==> src/rtl/uart_pkg.sv <==
// Shared UART constants and helpers.
// Holds the default clock/baud/oversample settings plus the divisor and clog2
// helpers, so the baud generator and the RX/TX engines derive M and N the same way.
package uart_pkg;

    localparam int unsigned CLK_FREQ_HZ = 50_000_000;
    localparam int unsigned BAUD_RATE   = 19200;
    localparam int unsigned OVERSAMPLE  = 16;

    // Clocks per oversample tick: clk_hz / (baud * os), rounded to nearest.
    function automatic int unsigned calc_divisor(input int unsigned clk_hz,
                                                 input int unsigned baud,
                                                 input int unsigned os);
        longint unsigned den;
        longint unsigned num;
        den = longint'(baud) * longint'(os);
        num = longint'(clk_hz) + (den / 64'd2);
        return int'(num / den);
    endfunction

    // Smallest r such that 2^r >= value.
    function automatic int unsigned clog2(input int unsigned value);
        int unsigned    r;
        longint unsigned v;
        r = 0;
        v = 64'd1;
        while (v < longint'(value)) begin
            v = v << 1;
            r = r + 1;
        end
        return r;
    endfunction

endpackage

==> src/rtl/mod_m_counter.sv <==
// Free-running modulo-M counter with a terminal-count decode.
// Ports:
//   CLK      - clock, rising edge
//   RESET    - asynchronous active-low reset
//   max_tick - high while q == M-1 (combinational decode of the register)
//   q        - current count, 0..M-1
module mod_m_counter
    import uart_pkg::*;
#(
    parameter int unsigned M = 163,
    parameter int unsigned N = 8
) (
    input  logic         CLK,
    input  logic         RESET,
    output logic         max_tick,
    output logic [N-1:0] q
);

    localparam logic [N-1:0] Last = N'(M - 1);

    logic [N-1:0] q_q;
    logic [N-1:0] q_d;

    // Wrap is an explicit compare, so M == 2^N behaves the same as any other M.
    always_comb begin
        q_d = q_q + N'(1);
        if (q_q == Last) begin
            q_d = '0;
        end
    end

    always_ff @(posedge CLK or negedge RESET) begin
        if (!RESET) begin
            q_q <= '0;
        end else begin
            q_q <= q_d;
        end
    end

    assign q        = q_q;
    assign max_tick = (q_q == Last);

endmodule

==> src/rtl/baud_rate_gen.sv <==
// Oversampling tick generator for the UART RX/TX state machines.
// Produces a one-cycle TICK every M clocks, M derived from the clock and baud settings.
// Ports:
//   CLK   - system clock, rising edge
//   RESET - asynchronous active-low reset
//   TICK  - one-cycle pulse every M clocks (while Q == M-1)
//   Q     - live counter value, 0..M-1
module baud_rate_gen
    import uart_pkg::*;
#(
    parameter int unsigned CLK_FREQ_HZ = uart_pkg::CLK_FREQ_HZ,
    parameter int unsigned BAUD_RATE   = uart_pkg::BAUD_RATE,
    parameter int unsigned OVERSAMPLE  = uart_pkg::OVERSAMPLE,
    parameter int unsigned M           = calc_divisor(CLK_FREQ_HZ, BAUD_RATE, OVERSAMPLE),
    parameter int unsigned N           = 8
) (
    input  logic         CLK,
    input  logic         RESET,
    output logic         TICK,
    output logic [N-1:0] Q
);

    localparam longint unsigned MaxCount = 64'd1 << N;

    // Reject divisors the counter cannot represent or that would never toggle.
    if ((M < 2) || (longint'(M) > MaxCount)) begin : g_bad_params
        $error("baud_rate_gen: M=%0d out of range for N=%0d", M, N);
    end

    mod_m_counter #(
        .M (M),
        .N (N)
    ) u_counter (
        .CLK      (CLK),
        .RESET    (RESET),
        .max_tick (TICK),
        .q        (Q)
    );

endmodule

==> config.mk <==
export PLATFORM = sky130hd
export DESIGN_NAME = baud_rate_gen
export DESIGN_NICKNAME = d
export VERILOG_FILES = /design/src/rtl/uart_pkg.sv /design/src/rtl/mod_m_counter.sv /design/src/rtl/baud_rate_gen.sv
export SDC_FILE = /design/constraint.sdc
export NUM_CORES = 1
export LEC_CHECK = 0
export CORE_AREA = 4 4 41 43
export DETAILED_ROUTE_END_ITERATION = 16
export DIE_AREA = 0 0 45 47
export GPL_TIMING_DRIVEN = 0
export HOLD_SLACK_MARGIN = 0.08
export SYNTH_ARGS = -nofsm -noshare
export SYNTH_HDL_FRONTEND = slang
export SYNTH_SLANG_ARGS = --single-unit
==> constraint.sdc <==
create_clock -name CLK -period 1.5 [get_ports CLK]
set_input_delay 0.15 -clock CLK [delete_from_list [all_inputs] [get_ports CLK]]
set_output_delay 0.15 -clock CLK [all_outputs]
set_load 0.05 [all_outputs]
==> impl_metrics.json <==
{
  "cp_max_fo": 3,
  "cts.path.max_buffers": 2,
  "clock_latency_ns": 0.26,
  "h-tree-depth": 1,
  "finalNonFillerCells": 65,
  "grt_pass1_wl_um": 1390,
  "fin_ws_ns": -0.162,
  "drc_errors": 0,
  "grt_pass1_vias": 311,
  "met1_length_um": 392,
  "wl_per_cell_um": 13.2,
  "finalSetupTns_ns": -0.162,
  "seqCellArea_um2": 204,
  "grt_antenna_before_repair": 0,
  "vdd_drop_max_mv": 0.315,
  "fin_nets": 55,
  "clk_pin_slew_ns": 0.06,
  "path_class": "flip-flop to output pin",
  "finalPower_uw": 406,
  "slew_viol_final": 0,
  "rsz0062_at_grt": "true",
  "yosysWarnings": 0,
  "critPathBufInv": 2,
  "cts_tree": "yes",
  "fp.coreArea_um2": 1300,
  "postSynthCellCount": 33,
  "drive_above_1_share": 0.340,
  "syn_area_um2": 388,
  "grt_max_degree": 9,
  "worstPathRequired_ns": 1.35,
  "place_congestion": 0.676,
  "layout_commonest_cell": "dlygate4sd2_1",
  "area_growth_pct": 45.5,
  "grt.total_usage": 0.100,
  "placed_cells": 58,
  "num_vias": 324,
  "ios": 11,
  "mostFrequentLayoutCells": "dlygate4sd2_1 (6), dfrtp_1 (5), xnor2_1 (4)",
  "avgSynthCellArea_um2": 11.8,
  "routed_via_density": 4.98,
  "cp_top_family": "simple AND/OR/NAND/NOR gates",
  "maxCapViolCount": 0,
  "cts_root_buf": "clkbuf_4",
  "hold_viol_final": 0,
  "violations": "setup timing",
  "cts_made_buffers": 3,
  "fin_skew_ns": 0.000327,
  "fp.dieW_um": 45,
  "p_leak_nw": 0.238,
  "overflow": 0,
  "rows": 13,
  "cts.sinks": 8,
  "syn_nets": 37,
  "power_density_nw_per_um2": 720,
  "synth.distinct_cells": 18,
  "io_buffers": 10,
  "worst-slew-pin-transition_ns": 0.490,
  "hp-class": "input pin to async pin",
  "routed_wl_um": 857,
  "start_kind": "flip-flop",
  "antenna_cells": 0,
  "yosys_register_bits": 8,
  "dpl.hpwl_um": 559,
  "crit_path_cell_trace": "inv_2 -> ha_4 -> nand4b_1 -> nor4_4 -> buf_6",
  "cts_hold_buf": 0,
  "cp_data_arrival_time_ns": 1.51,
  "drt_iter0_drc": 5,
  "route.met2.wl_um": 387,
  "postLayoutCoreUtil": 0.434,
  "critical_path.slowest_cell": "dfrtp_2",
  "multi_input_area_um2": 196,
  "die_area_um2": 2120,
  "dp_slack_ns": -0.739,
  "status": "complete, but fails checks",
  "final-setup-viol-count": 1,
  "highest_layer": "met4",
  "slew_headroom": 0.675,
  "endpoint_kind": "output pin",
  "max_freq_mhz": 602,
  "fin_crit_sh": 1.11,
  "drtPass1Iterations": 3,
  "nFillCells": 148,
  "start_util": 0.298,
  "die-height_um": 47,
  "ant_nets": 0,
  "max_stage_delay_ns": 0.41,
  "synth-seq-area-share": 0.516,
  "routed-wl-met3_um": 65,
  "period_needed_ns": 1.66,
  "largest_reg_flops": 8
}
worst register-to-register path, delay by kind of cell (launching register included):
family | cells | cell delay, ns
adders and majority gates | 1 | 0.11
buffers and inverters | 3 | 0.35
DFF | 1 | 0.41
and+or+nand+nor | 3 | 0.50
per-stage QoR:
step           hold slack (ns)  area [um2]
6_report                 0.174         564
5_1_grt                  0.192         564
2_1_floorplan           -0.146         392
3_5_place_dp             0.464         510
3_3_place_gp             0.460         510
4_1_cts                  0.179         537
synthesized netlist by cell type:
| library cell | n | area share |
|---|---|---|
| nor3_1 | 1 | 0.013 |
| xnor2_1 | 4 | 0.090 |
| nand2_1 | 3 | 0.029 |
| nor4_4 | 1 | 0.055 |
| nor2_1 | 3 | 0.029 |
| nand4b_1 | 1 | 0.023 |
| o21ai_0 | 1 | 0.013 |
| ha_1 | 2 | 0.065 |
| nand3_1 | 1 | 0.013 |
| and4_2 | 1 | 0.026 |
| and4_1 | 1 | 0.023 |
| inv_1 | 1 | 0.0097 |
| dfrtp_1 | 8 | 0.52 |
| and2_1 | 1 | 0.016 |
| nand3_2 | 1 | 0.026 |
| or3_1 | 1 | 0.016 |
| a31oi_1 | 1 | 0.016 |
| a21oi_2 | 1 | 0.023 |
final cells by class:
cell class / instances / area share
inverter: 1 / 0.00665
clock buffer: 4 / 0.0466
tap: 15 / 0.0333
sequential: 8 / 0.361
multi-input combinational: 24 / 0.348
timing repair buffer: 13 / 0.204
worst paths after layout:
path                                   to  cells past startpoint            from  slack, ns
hold reg to reg            u_counter.q[4]                      1  u_counter.q[4]       0.51
max in group asynchronous  u_counter.q[4]                      1           RESET       1.03
setup / recovery                     TICK                      5  u_counter.q[0]      -0.16
hold / removal             u_counter.q[5]                      1           RESET       0.17
setup reg to reg           u_counter.q[7]                      7  u_counter.q[0]       0.02
min in group CLK           u_counter.q[4]                      1  u_counter.q[4]       0.51
power by group:
group          switching [mW]  leakage [nW]  internal [mW]
clock                  0.0814        0.0150          0.102
combinational         0.00427         0.128        0.00230
sequential                  0        0.0950          0.216
per-layer routing:
layer	GRT usage	vias to the layer above
met4	0.0702	0
met5	0	-
li1	-	150
met3	0.0498	2
met2	0.147	12
met1	0.114	160
repair_timing:
item,in CTS,in global routing
pin swaps,1,2
gates resized for setup,16,5
setup endpoints to repair,9,3
buffers inserted,1,2
logic make-up after synthesis:
group | Yosys count | share of synthesized area
xor+xnor | 4 | 0.0903
compound gates | 3 | 0.0516
buf+inv | 1 | 0.00967
flops | 8 | 0.516
simple gates | 15 | 0.268
fa+ha+maj | 2 | 0.0645
No activity file was read; power rests on OpenSTA's default activity.
